$ cat src/rtl/usr_cfg_ctrl.sv
// usr_cfg_ctrl: queues user register reads/writes and serialises them
// onto a single req/ack register bus with per-transaction timeout.
module usr_cfg_ctrl #(
    parameter int REG_ADDR_WIDTH = 32,
    parameter int REG_DATA_WIDTH = 32,
    parameter int FIFO_DEPTH     = 4,
    parameter int TIMEOUT_CYC    = 255
) (
    input  logic                      clk,
    input  logic                      rstn,
    input  logic                      usr_cfg_type,
    input  logic                      usr_wr_en,
    input  logic [REG_ADDR_WIDTH-1:0] usr_wr_addr,
    input  logic [REG_DATA_WIDTH-1:0] usr_wr_data,
    input  logic                      usr_rd_en,
    input  logic [REG_ADDR_WIDTH-1:0] usr_rd_addr,
    output logic                      usr_rd_vld,
    output logic [REG_DATA_WIDTH-1:0] usr_rd_data,
    output logic                      reg_req,
    output logic                      reg_sel,
    output logic                      reg_wr,
    output logic [REG_ADDR_WIDTH-1:0] reg_addr,
    output logic [REG_DATA_WIDTH-1:0] reg_wdata,
    input  logic                      reg_ack,
    input  logic [REG_DATA_WIDTH-1:0] reg_rdata,
    output logic                      busy,
    output logic                      err_overflow,
    output logic                      err_timeout
);

    localparam int PW = (FIFO_DEPTH > 1) ? $clog2(FIFO_DEPTH) : 1;
    localparam int CW = PW + 1;

    typedef enum logic [1:0] {
        S_IDLE,
        S_REQ,
        S_GAP
    } state_t;

    typedef struct packed {
        logic                      sel;
        logic                      wr;
        logic [REG_ADDR_WIDTH-1:0] addr;
        logic [REG_DATA_WIDTH-1:0] data;
    } cmd_t;

    cmd_t                      mem_q [FIFO_DEPTH];

    state_t                    state_q, state_d;
    logic [CW-1:0]             cnt_q, cnt_d;
    logic [PW-1:0]             wr_ptr_q, wr_ptr_d;
    logic [PW-1:0]             rd_ptr_q, rd_ptr_d;
    logic [7:0]                tcnt_q, tcnt_d;
    logic                      req_q, req_d;
    logic                      sel_q, sel_d;
    logic                      wr_q, wr_d;
    logic [REG_ADDR_WIDTH-1:0] addr_q, addr_d;
    logic [REG_DATA_WIDTH-1:0] wdata_q, wdata_d;
    logic                      rd_vld_q, rd_vld_d;
    logic [REG_DATA_WIDTH-1:0] rd_data_q, rd_data_d;
    logic                      ovf_q, ovf_d;
    logic                      to_q, to_d;

    logic [CW-1:0]             free;
    logic                      wr_ok;
    logic                      rd_ok;
    logic                      pop;
    logic [CW-1:0]             n_push;
    logic [PW-1:0]             rd_slot;
    cmd_t                      wr_cmd;
    cmd_t                      rd_cmd;
    cmd_t                      head;

    // Free slots are judged on pre-edge occupancy; a same-edge pop
    // does not make room for a push.
    always_comb begin
        free    = CW'(FIFO_DEPTH) - cnt_q;
        wr_ok   = usr_wr_en && (free != '0);
        rd_ok   = usr_rd_en && (free > {{(CW-1){1'b0}}, wr_ok});
        pop     = (state_q == S_IDLE) && (cnt_q != '0);
        n_push  = CW'(wr_ok) + CW'(rd_ok);
        rd_slot = wr_ptr_q + PW'(wr_ok);
        head    = mem_q[rd_ptr_q];

        wr_cmd.sel  = usr_cfg_type;
        wr_cmd.wr   = 1'b1;
        wr_cmd.addr = usr_wr_addr;
        wr_cmd.data = usr_wr_data;

        rd_cmd.sel  = usr_cfg_type;
        rd_cmd.wr   = 1'b0;
        rd_cmd.addr = usr_rd_addr;
        rd_cmd.data = '0;

        cnt_d    = cnt_q + n_push - CW'(pop);
        wr_ptr_d = wr_ptr_q + PW'(n_push);
        rd_ptr_d = rd_ptr_q + PW'(pop);
        ovf_d    = (usr_wr_en && !wr_ok) || (usr_rd_en && !rd_ok);
    end

    always_comb begin
        state_d   = state_q;
        tcnt_d    = tcnt_q;
        req_d     = req_q;
        sel_d     = sel_q;
        wr_d      = wr_q;
        addr_d    = addr_q;
        wdata_d   = wdata_q;
        rd_vld_d  = 1'b0;
        rd_data_d = rd_data_q;
        to_d      = 1'b0;

        unique case (state_q)
            S_IDLE: begin
                if (pop) begin
                    sel_d   = head.sel;
                    wr_d    = head.wr;
                    addr_d  = head.addr;
                    wdata_d = head.data;
                    req_d   = 1'b1;
                    tcnt_d  = '0;
                    state_d = S_REQ;
                end
            end
            S_REQ: begin
                if (reg_ack) begin
                    req_d   = 1'b0;
                    state_d = S_GAP;
                    if (!wr_q) begin
                        rd_vld_d  = 1'b1;
                        rd_data_d = reg_rdata;
                    end
                end else if (tcnt_q == 8'(TIMEOUT_CYC - 1)) begin
                    req_d   = 1'b0;
                    to_d    = 1'b1;
                    state_d = S_GAP;
                    if (!wr_q) begin
                        rd_vld_d  = 1'b1;
                        rd_data_d = '1;
                    end
                end else begin
                    tcnt_d = tcnt_q + 8'd1;
                end
            end
            S_GAP: begin
                state_d = S_IDLE;
            end
            default: begin
                state_d = S_IDLE;
            end
        endcase
    end

    // Queue storage carries no reset; only the pointers define contents.
    always_ff @(posedge clk) begin
        if (wr_ok) begin
            mem_q[wr_ptr_q] <= wr_cmd;
        end
        if (rd_ok) begin
            mem_q[rd_slot] <= rd_cmd;
        end
    end

    always_ff @(posedge clk or negedge rstn) begin
        if (!rstn) begin
            state_q   <= S_IDLE;
            cnt_q     <= '0;
            wr_ptr_q  <= '0;
            rd_ptr_q  <= '0;
            tcnt_q    <= '0;
            req_q     <= 1'b0;
            sel_q     <= 1'b0;
            wr_q      <= 1'b0;
            addr_q    <= '0;
            wdata_q   <= '0;
            rd_vld_q  <= 1'b0;
            rd_data_q <= '0;
            ovf_q     <= 1'b0;
            to_q      <= 1'b0;
        end else begin
            state_q   <= state_d;
            cnt_q     <= cnt_d;
            wr_ptr_q  <= wr_ptr_d;
            rd_ptr_q  <= rd_ptr_d;
            tcnt_q    <= tcnt_d;
            req_q     <= req_d;
            sel_q     <= sel_d;
            wr_q      <= wr_d;
            addr_q    <= addr_d;
            wdata_q   <= wdata_d;
            rd_vld_q  <= rd_vld_d;
            rd_data_q <= rd_data_d;
            ovf_q     <= ovf_d;
            to_q      <= to_d;
        end
    end

    assign reg_req      = req_q;
    assign reg_sel      = sel_q;
    assign reg_wr       = wr_q;
    assign reg_addr     = addr_q;
    assign reg_wdata    = wdata_q;
    assign usr_rd_vld   = rd_vld_q;
    assign usr_rd_data  = rd_data_q;
    assign err_overflow = ovf_q;
    assign err_timeout  = to_q;
    assign busy         = (state_q != S_IDLE) || (cnt_q != '0);

endmodule

$ cat config.mk
export PLATFORM = sky130hd
export DESIGN_NAME = usr_cfg_ctrl
export DESIGN_NICKNAME = d
export VERILOG_FILES = /design/src/rtl/usr_cfg_ctrl.sv
export SDC_FILE = /design/constraint.sdc
export NUM_CORES = 1
export LEC_CHECK = 0
export CAP_MARGIN = 25
export CORE_MARGIN = 10
export CORE_UTILIZATION = 55
export CTS_BUF_LIST = sky130_fd_sc_hd__clkbuf_16
export DETAILED_ROUTE_END_ITERATION = 10
export PLACE_DENSITY = 0.92
export SLEW_MARGIN = 0
export SYNTH_ARGS = -nofsm -noshare
export SYNTH_HDL_FRONTEND = slang
export SYNTH_SLANG_ARGS = --single-unit
$ cat constraint.sdc
create_clock -name clk -period 3.92 [get_ports clk]
set_input_delay 0.784 -clock clk [delete_from_list [all_inputs] [get_ports clk]]
set_output_delay 0.784 -clock clk [all_outputs]
set_load 0.01 [all_outputs]
Word-level counts from Yosys, hierarchy flattened
Memories as Yosys holds them, arrays and structs flattened. A register that Yosys moved wholly into a read port is not among the register bits. Index checks and enable logic that the tools add are counted.

RAM bits: 264. Bits in registers: 53. Memories: 1. Output and inout bits: 103.

Memories: mem_q (depth 4, width 66, read ports 1, clocked after memory_dff 1, write ports 2, line 47) `cmd_t mem_q [FIFO_DEPTH];`.

Reduce and logical (&&, ||, !) cells: 21. Bitwise operators: 1. Equality and inequality tests: 6. $add $sub $neg: 8. $lt $le $gt $ge: 1. Mux-type cells: 27.

Operators with widths (number): $mux 32 (4); $mux 8 (3); $pmux 8 s2 (1); $mux 1 (14); $add 8x1->8 const B (1); $eq 8x8->1 const B (1); $mux 2 (3); $ne 2x2->1 const B (3); $reduce_and 3->1 (2); $reduce_bool 2->1 (3); $reduce_bool 3->1 (2); $logic_and 1x1->1 (5); $add 2x1->2 (2); $pmux 2 s2 (1); $reduce_and 2->1 (2); $reduce_and 4->1 (1); $add 3x2->3 (1); $gt 3x1->1 (1); $logic_not 1->1 (3); $ne 3x3->1 const B (1); $sub 3x1->3 (1); $sub 3x3->3 const A (1); $add 1x1->2 (1); $add 2x2->2 (1); 5 further kinds (6).

Depth between registers and ports, before layout
Gate-level depths: netlist (run 1).

Depth after elaboration: 8. Mapped depth: 18.

Worst setup path after synthesis (run 1)
OpenSTA, ideal clock, no wires.

Kind: reg-to-reg. From: register cnt_q[0]. To: memory mem_q[1][32] in the netlist's numbering, enable pin. Arrival time: 3.088 ns. Path slack: 0.436 ns. Required time: 3.524 ns. Period minus slack after synthesis: 3.484 ns. Stages on the path, launching flop included: 11. Path through: dfrtp_1 inv_1 ha_1 ha_1 nand2b_1 inv_1 ha_1 or2_0 buf_2 a2111oi_4 nand2b_1.

RTL lines: start, declared (line 50) `logic [CW-1:0] cnt_q, cnt_d;`; start signal, assigned (line 182) `cnt_q <= cnt_d;`; end, declared (line 47).

Worst setup path in the final report (run 1)
From: register cnt_q[0]. To: register cnt_q[2].

Word-level cells in the longest chain between the ends: 8. Elaborated cells on any way between the ends: 10. Those cells by class: add/sub: 4; order compare: 1; reduce/logical: 5.

Ends and longest elaborated chain: $sub 3x3->3 (line 77) `free = CW'(FIFO_DEPTH) - cnt_q;`; $reduce_bool 3->1 (line 78) `wr_ok = usr_wr_en && (free != '0);`; $logic_and 1x1->1 (line 78); $gt 3x1->1 (line 79) `rd_ok = usr_rd_en && (free > {{(CW-1){1'b0}}, wr_ok});`; $logic_and 1x1->1 (line 79); $add 1x1->2 (line 81) `n_push = CW'(wr_ok) + CW'(rd_ok);`; $add 3x2->3 (line 95) `cnt_d = cnt_q + n_push - CW'(pop);`; $sub 3x1->3 (*) (line 95); named net cnt_d[2] (line 50).

The timed path passes the listed nets; every way through them passes the cells marked *. A chain may end at the register's enable or synchronous reset.

==> out/qor.txt, run 1 <==
Status - finished, final reports clean
Crit path DAT - 3.80 ns
Largest net degree at the start of global routing - 98
CTS H-Tree Depth - 2
Chip Width - 194.2 um
Clock sinks - 383
Leakage power - 8.011 nW
Placed instance area - 19450 um^2
DIE HEIGHT - 194.2 um
Syn avg cell area - 9.918 um^2
Post-CTS Resized - 0
Worst VDD drop - 0.7785 mV
Crit share post-route - 0.8684
Net count, final - 2026
PwrDens - 890.3 nW/um^2
Sw frac - 0.3652
CTS Hold Bufs - 0
DRT iter0 DRCs - 1795
CTS tree - built
Vias in the first global route - 14100
Slew HR - 0.4639
Seq pwr share - 0.393
Final Hold Vio Count - 0
Final setup violation count - 0
Clock network power share - 0.194
Share of layout cells above drive strength 1 - 0.09015
Die footprint - 37720 um^2
CP required - 4.31 ns
Via density - 5.936
Worst-path clk slew - 0.06 ns
Max-cap viol count - 0
R2r worst-path depth - 17
Placement row count - 63
Syn-to-layout area delta - 24.02%
Setup Buffers After CTS - 0
P_int - 11.70 mW
Critical Path Source Type - flip-flop
Fin. max-slew vios - 0
PnR Total Power - 18.43 mW
RSZ-0062 raised after global routing - no
Congestion Overflow GR - 0
Initial antenna violation count - 6
Yosys warning total - 0
First-pass GRT wire length - 76460 um
Sw power - 6.731 mW
Post-synth EDFFs - 132
Fin area - 20700 um^2
Syn_nets - 1831
GRT Total Usage - 0.2479
Worst Tran Pin Value - 0.8041 ns
Post-DP HPWL - 28950 um
Vias - 13660
Number of synthesized register bits - 383
Synth area leaders - edfxtp_1 24%, dfrtp_1 18%, nand2_1 16%
Clock Root Buffer - clkbuf_16
Setup CP Type - flip-flop to flip-flop
Fin util - 0.6948
Worst Clk Skew - 0.01657 ns
Top FF cell, synth - edfxtp_1
Asr flop ratio synth - 0.3107
CP Max Fanout - 2
Total negative slack - 0 ns
ANT nets after route - 0
Min Tclk post-route - 3.404 ns
Post-synthesis sequential area ratio - 0.5742
Port buffer count - 236
Synth top area share - 0.2375
Core ar. - 29800 um^2
Drt wl/cell - 20.95 um
Synth cell types - 40
FMAX - 293.8 MHz
Deepest clock path buffer count - 3
CTS buffer count - 39
Initial Util - 0.5602
Hold Path Class - input port to asynchronous set/reset pin
Clk_lat worst skew - 0.53 ns
Mapped Cells - 1683
Synth area leader - edfxtp_1
I/O Pins - 237
DRC viols - 0
Routed wire length - 48210 um
Router iterations before antenna repair - 7
Comb pwr share - 0.413
Mapped Area - 16690 um^2
Critical path capture point type - flip-flop
Gpl congestion - 0.8412
power groups by stage:
stage	sequential, mW	combinational (mW)	clock (mW)
6_report	7.24	7.60	3.58
5_1_grt	7.44	8.28	3.76
4_1_cts	7.33	7.51	3.60
3_5_place_dp	7.38	7.43	0
3_3_place_gp	7.25	7.13	0
2_1_floorplan	7.10	4.73	0
registers in the layout, summed over array words and instances (netlist names), 2 cells and up:
signal	count
state_q	2
reg_wdata	32
cnt_q	3
mem_q	264
tcnt_q	8
wr_ptr_q	2
usr_rd_data	32
rd_ptr_q	2
reg_addr	32
kinds of logic after synthesis:
kind of cell	synth area share
adders and majority gates	0.01094
AOI/OAI and AO/OA	0.1078
DFF	0.5742
muxes	0.08905
xor gates and xnor gates	0.003673
buffers and inverters	0.03628
and+or+nand+nor	0.1781
critical path, cell delays in order, from the launching register on:
cell      delay (ns)
dfrtp_1         0.36
inv_1           0.08
ha_1            0.22
ha_1            0.20
nand2b_1        0.16
inv_1           0.08
ha_1            0.22
or2_0           0.22
a21oi_1         0.17
ha_1            0.28
inv_1           0.09
ha_1            0.24
inv_1           0.07
ha_1            0.15
inv_1           0.06
fa_1            0.37
xor2_1          0.18
xnor2_1         0.13
cell usage after synthesis, drive strengths merged (4+ instances only):
library cell    n
a2111oi         4
a21oi         134
and2            4
and3            6
buf            62
clkbuf         59
dfrtp         119
dfxtp         132
edfxtp        132
ha             13
inv            14
mux4           66
nand2         716
nand2b          6
nand3           6
nor2           11
nor3            5
o21ai         131
o22a           32
xnor2           4
final cells by class:
| class | instances | area, um^2 |
|---|---|---|
| Antenna cell | 3 | 7.507 |
| Clock buffer | 41 | 1026 |
| Clock inverter | 30 | 196.4 |
| Fill cell | 1996 | 9095 |
| Inverter | 15 | 56.30 |
| Multi-Input combinational cell | 1164 | 6541 |
| Sequential cell | 383 | 9592 |
| Tap cell | 390 | 488.0 |
| Timing Repair Buffer | 275 | 2794 |
per-stage QoR:
stage	std cells	worst slack [ns]	hold slack [ns]
final	2301	0.5158	0.2729
after global routing	2301	0.3250	0.3003
after CTS	2297	0.5232	0.2884
after detailed placement	2226	0.2003	0.4446
after global placement	2226	0.3479	0.4381
after floorplan	1683	0.4364	0.4323
layer usage:
layer	wire length [um]	track usage	vias to the layer above
li1	-	-	6098
met1	17760	0.3034	6540
met2	24090	0.4201	884
met3	4608	0.04841	134
met4	1740	0.1039	2
met5	16	0	-
path summary, 6_finish.rpt:
check	startpoint	to	slack (ns)
setup / recovery	cnt_q[0]	cnt_q[2]	0.52
hold / removal	rstn	reg_addr[24]	0.27
setup reg to reg	cnt_q[0]	cnt_q[2]	0.52
hold reg to reg	mem_q[2][3]	mem_q[2][3]	0.45
max in group asynchronous	rstn	usr_rd_data[17]	2.83
min in group clk	mem_q[2][3]	mem_q[2][3]	0.45
layout by cell type (no fill, tap or decap), types with 2 or more instances in the layout:
master / synthesis / final
diode_2: 0 / 3
nor2_1: 11 / 11
a2111oi_4: 4 / 4
buf_4: 14 / 28
nand2b_1: 6 / 2
nand3_1: 6 / 5
xor2_1: 3 / 3
ha_1: 13 / 13
clkinv_2: 0 / 4
or3_1: 3 / 2
nor3b_2: 0 / 2
dfrtp_4: 0 / 2
and2_1: 4 / 4
a211o_1: 3 / 3
o22a_1: 32 / 32
edfxtp_1: 132 / 132
nor2b_1: 2 / 2
dfxtp_1: 132 / 132
dfrtp_1: 119 / 117
and3_1: 6 / 5
a21oi_1: 134 / 134
xnor2_1: 4 / 4
inv_1: 14 / 30
o21ai_1: 24 / 24
clkbuf_16: 0 / 41
nand3b_1: 3 / 3
buf_12: 0 / 11
bufinv_16: 0 / 3
clkdlybuf4s50_1: 0 / 235
nand2b_2: 0 / 4
mux4_2: 66 / 66
clkinv_1: 1 / 7
o21a_1: 2 / 2
o21ai_0: 107 / 107
nor3_1: 4 / 3
nand2_1: 716 / 716
Note: power is estimated with default switching activity, not from simulation.
==> inputs of run 2 (changes only) <==
--- a/config.mk
+++ b/config.mk
@@ -7,10 +7,13 @@
 export LEC_CHECK = 0
 export CAP_MARGIN = 25
 export CORE_MARGIN = 10
-export CORE_UTILIZATION = 55
+export CORE_UTILIZATION = 60
 export CTS_BUF_LIST = sky130_fd_sc_hd__clkbuf_16
 export DETAILED_ROUTE_END_ITERATION = 10
-export PLACE_DENSITY = 0.92
+export DONT_BUFFER_PORTS = 1
+export GPL_TIMING_DRIVEN = 1
+export PLACE_DENSITY = 0.88
+export SETUP_SLACK_MARGIN = 0.1
 export SLEW_MARGIN = 0
 export SYNTH_ARGS = -nofsm -noshare
 export SYNTH_HDL_FRONTEND = slang
==> run 2 against run 1 <==
Compared with the run above: non-clock buffer count is 240 lower; sequential share of layout area is 5.8 points higher; die area is 7.5% lower; setup slack worse by 0.14 ns; routed wire length fell by 6.5%; sequential power is 4.6% higher; clock skew is 0.0012 ns higher; clock-buffer cell count grew 1; global-route usage rose by 0.20 points; core utilization decreased by 1.8 points; largest power group is now sequential cells.
==> out/qor.txt, run 2 (synthesis gave the netlist of run 1 again) <==
CTS Hold Bufs - 1 (+1)
Net count, final - 1786 (-12%)
GRT Total Usage - 0.2499 (+0.001981)
Largest Register - mem_q
Initial Util - 0.6142 (+0.05401)
Chip Width - 186.8 um (-3.8%)
Final Hold Vio Count - 0 (unchanged)
CTS tree - built
Deepest clock path buffer count - 3 (unchanged)
ANT nets after route - 0 (unchanged)
Crit share post-route - 0.9031 (+0.03468)
Crit path DAT - 3.95 ns (+0.15 ns)
Max FFs per register - 264 (unchanged)
Crit-path cells - inv_1 -> ha_1 -> ha_1 -> nand2b_1 -> inv_1 -> ha_1 -> or2_0 -> a21oi_1 -> ha_1 -> inv_1 -> ha_1 -> inv_1 -> ha_1 -> inv_1 -> fa_1 -> xor2_1 -> xnor2_1
Worst Path Buf+Inv - 5 (unchanged)
Via density - 6.209 (+4.6%)
Status - finished, final reports clean
Cell mode on critical path - ha_1
RSZ-0062 raised after global routing - no
First-pass GRT wire length - 70790 um (-7.4%)
Router iterations before antenna repair - 7 (unchanged)
Slowest CP cell - fa_1
DRC viols - 0 (unchanged)
Post-CTS Resized - 0 (unchanged)
Placed Cells - 1965 (-12%)
Most common cell after layout, fill and taps aside - nand2_1
Syn-to-layout area delta - 10.23%
CP max stage delay - 0.37 ns (about the same)
Core ar. - 27180 um^2 (-8.8%)
Gpl congestion - 0.8227 (-2.2%)
PwrDens - 953.1 nW/um^2 (+7.1%)
Setup Buffers After CTS - 0 (unchanged)
Initial antenna violation count - 0 (-6)
Placement row count - 60 (-4.8%)
Share of layout cells above drive strength 1 - 0.1025 (+0.01237)
Diodes inserted - 0 (-3)
Clock sinks - 383 (unchanged)
DIE HEIGHT - 186.8 um (-3.8%)
CTS buffer count - 39 (unchanged)
Count of filler cells inserted in the layout - 1977 (-0.95%)
Drt wl/cell - 22.10 um (+5.5%)
Final setup violation count - 0 (unchanged)
Fin. max-slew vios - 0 (unchanged)
Worst Clk Skew - 0.01778 ns (+0.001215 ns)
Largest net degree at the start of global routing - 120 (+22%)
DP Worst Slack - 0.4491 ns (+0.2488 ns)
Worst VDD drop - 0.6058 mV (-22%)
Slew HR - 0.4008 (-0.06313)
Total negative slack - 0 ns (unchanged)
I/O Pins - 237 (unchanged)
Worst Tran Pin Value - 0.8988 ns (+0.09470 ns)
Critical path capture point type - flip-flop
CP Max Fanout - 7 (+5)
Congestion Overflow GR - 0 (unchanged)
CTS H-Tree Depth - 2 (unchanged)
Vias - 12670 (-7.3%)
Commonest cells after routing, fill and taps aside - 716 x nand2_1, 134 x a21oi_1, 132 x dfxtp_1, 132 x edfxtp_1, 117 x dfrtp_1
Leakage power - 7.098 nW (-11%)
Vias in the first global route - 12810 (-9.2%)
Routed wire length - 45090 um (-6.5%)
Min Tclk post-route - 3.540 ns (+0.1359 ns)
Worst setup margin - 0.3799 ns (-0.1359 ns)
Clock Root Buffer - clkbuf_16
Hold Path Class - input port to asynchronous set/reset pin
Post-DP HPWL - 27790 um (-4.0%)
Clk_lat worst skew - 0.53 ns (about the same)
Max-cap viol count - 0 (unchanged)
Die footprint - 34890 um^2 (-7.5%)
FMAX - 282.5 MHz (-3.8%)
CP required - 4.33 ns (+0.02 ns)
Critical Path Source Type - flip-flop
Setup CP Type - flip-flop to flip-flop
DRT iter0 DRCs - 1448 (-19%)
Port buffer count - 0 (-100%)
Post-Layout Cell Count - 2040 (-11%)
CP delay by family, top - adder cells
Worst-path clk slew - 0.06 ns (about the same)
run 2: cell count changes in the layout (fill, tap and decap cells not counted), moves of 4 or more:
cell	delta
buf_16	+4
clkdlybuf4s50_1	-235
buf_4	-5
inv_1	-8
run 2: layout make-up:
class / count / area (um^2) / area share
Tap cell: 372 / 465.4 / 0.02530
Clock inverter: 29 / 256.5 / 0.01394
Clock buffer: 42 / 1051 / 0.05712
Inverter: 15 / 56.30 / 0.003060
Multi-Input combinational cell: 1164 / 6536 / 0.3552
Timing Repair Buffer: 35 / 442.9 / 0.02407
Sequential cell: 383 / 9592 / 0.5213
run 2: metrics by stage:
stage | utilization | hold slack (ns) | power [mW] | area, um^2
4_1_cts | 0.6740 | 0.2513 | 17.52 | 18320
5_1_grt | 0.6771 | 0.2802 | 18.52 | 18400
3_3_place_gp | 0.6249 | 0.4383 | 13.30 | 16980
3_5_place_dp | 0.6249 | 0.4464 | 13.70 | 16980
6_report | 0.6771 | 0.2065 | 17.54 | 18400
2_1_floorplan | - | 0.4323 | 11.83 | 16690
run 2: where the power goes:
part           internal, mW  switching, mW  total, mW
clock network          2.26           1.50       3.76
registers              6.28           1.29       7.57
logic                  2.50           3.70       6.20
total                  11.0           6.50       17.5
run 2: worst reg2reg max path: cells and delay by family (launching register included):
kind,cells,cell delay (ns)
AO/OA/AOI/OAI,1,0.16
adder cells (fa/ha/maj),7,1.68
AND/OR/NAND/NOR,2,0.47
XOR/XNOR,2,0.30
flip-flops,1,0.35
buffers and inverters,5,0.48
run 2: path summary, 6_finish.rpt:
kind                       cells after the start           end         start  slack, ns
max reg2reg                                   17      cnt_q[2]      cnt_q[0]       0.38
max in group asynchronous                      1   rd_ptr_q[0]          rstn       3.15
min                                            1  reg_addr[16]          rstn       0.21
min in group clk                               1   err_timeout       reg_ack       0.33
min reg2reg                                    2  mem_q[2][22]  mem_q[2][22]       0.45
max                                           17      cnt_q[2]      cnt_q[0]       0.38
run 2: layer usage:
metal,up-vias,GRT usage,wire (um)
met5,-,0.001420,0
met4,0,0.1011,1731
li1,5616,-,-
met2,824,0.4257,22200
met1,6094,0.2935,15940
met3,133,0.06853,5213
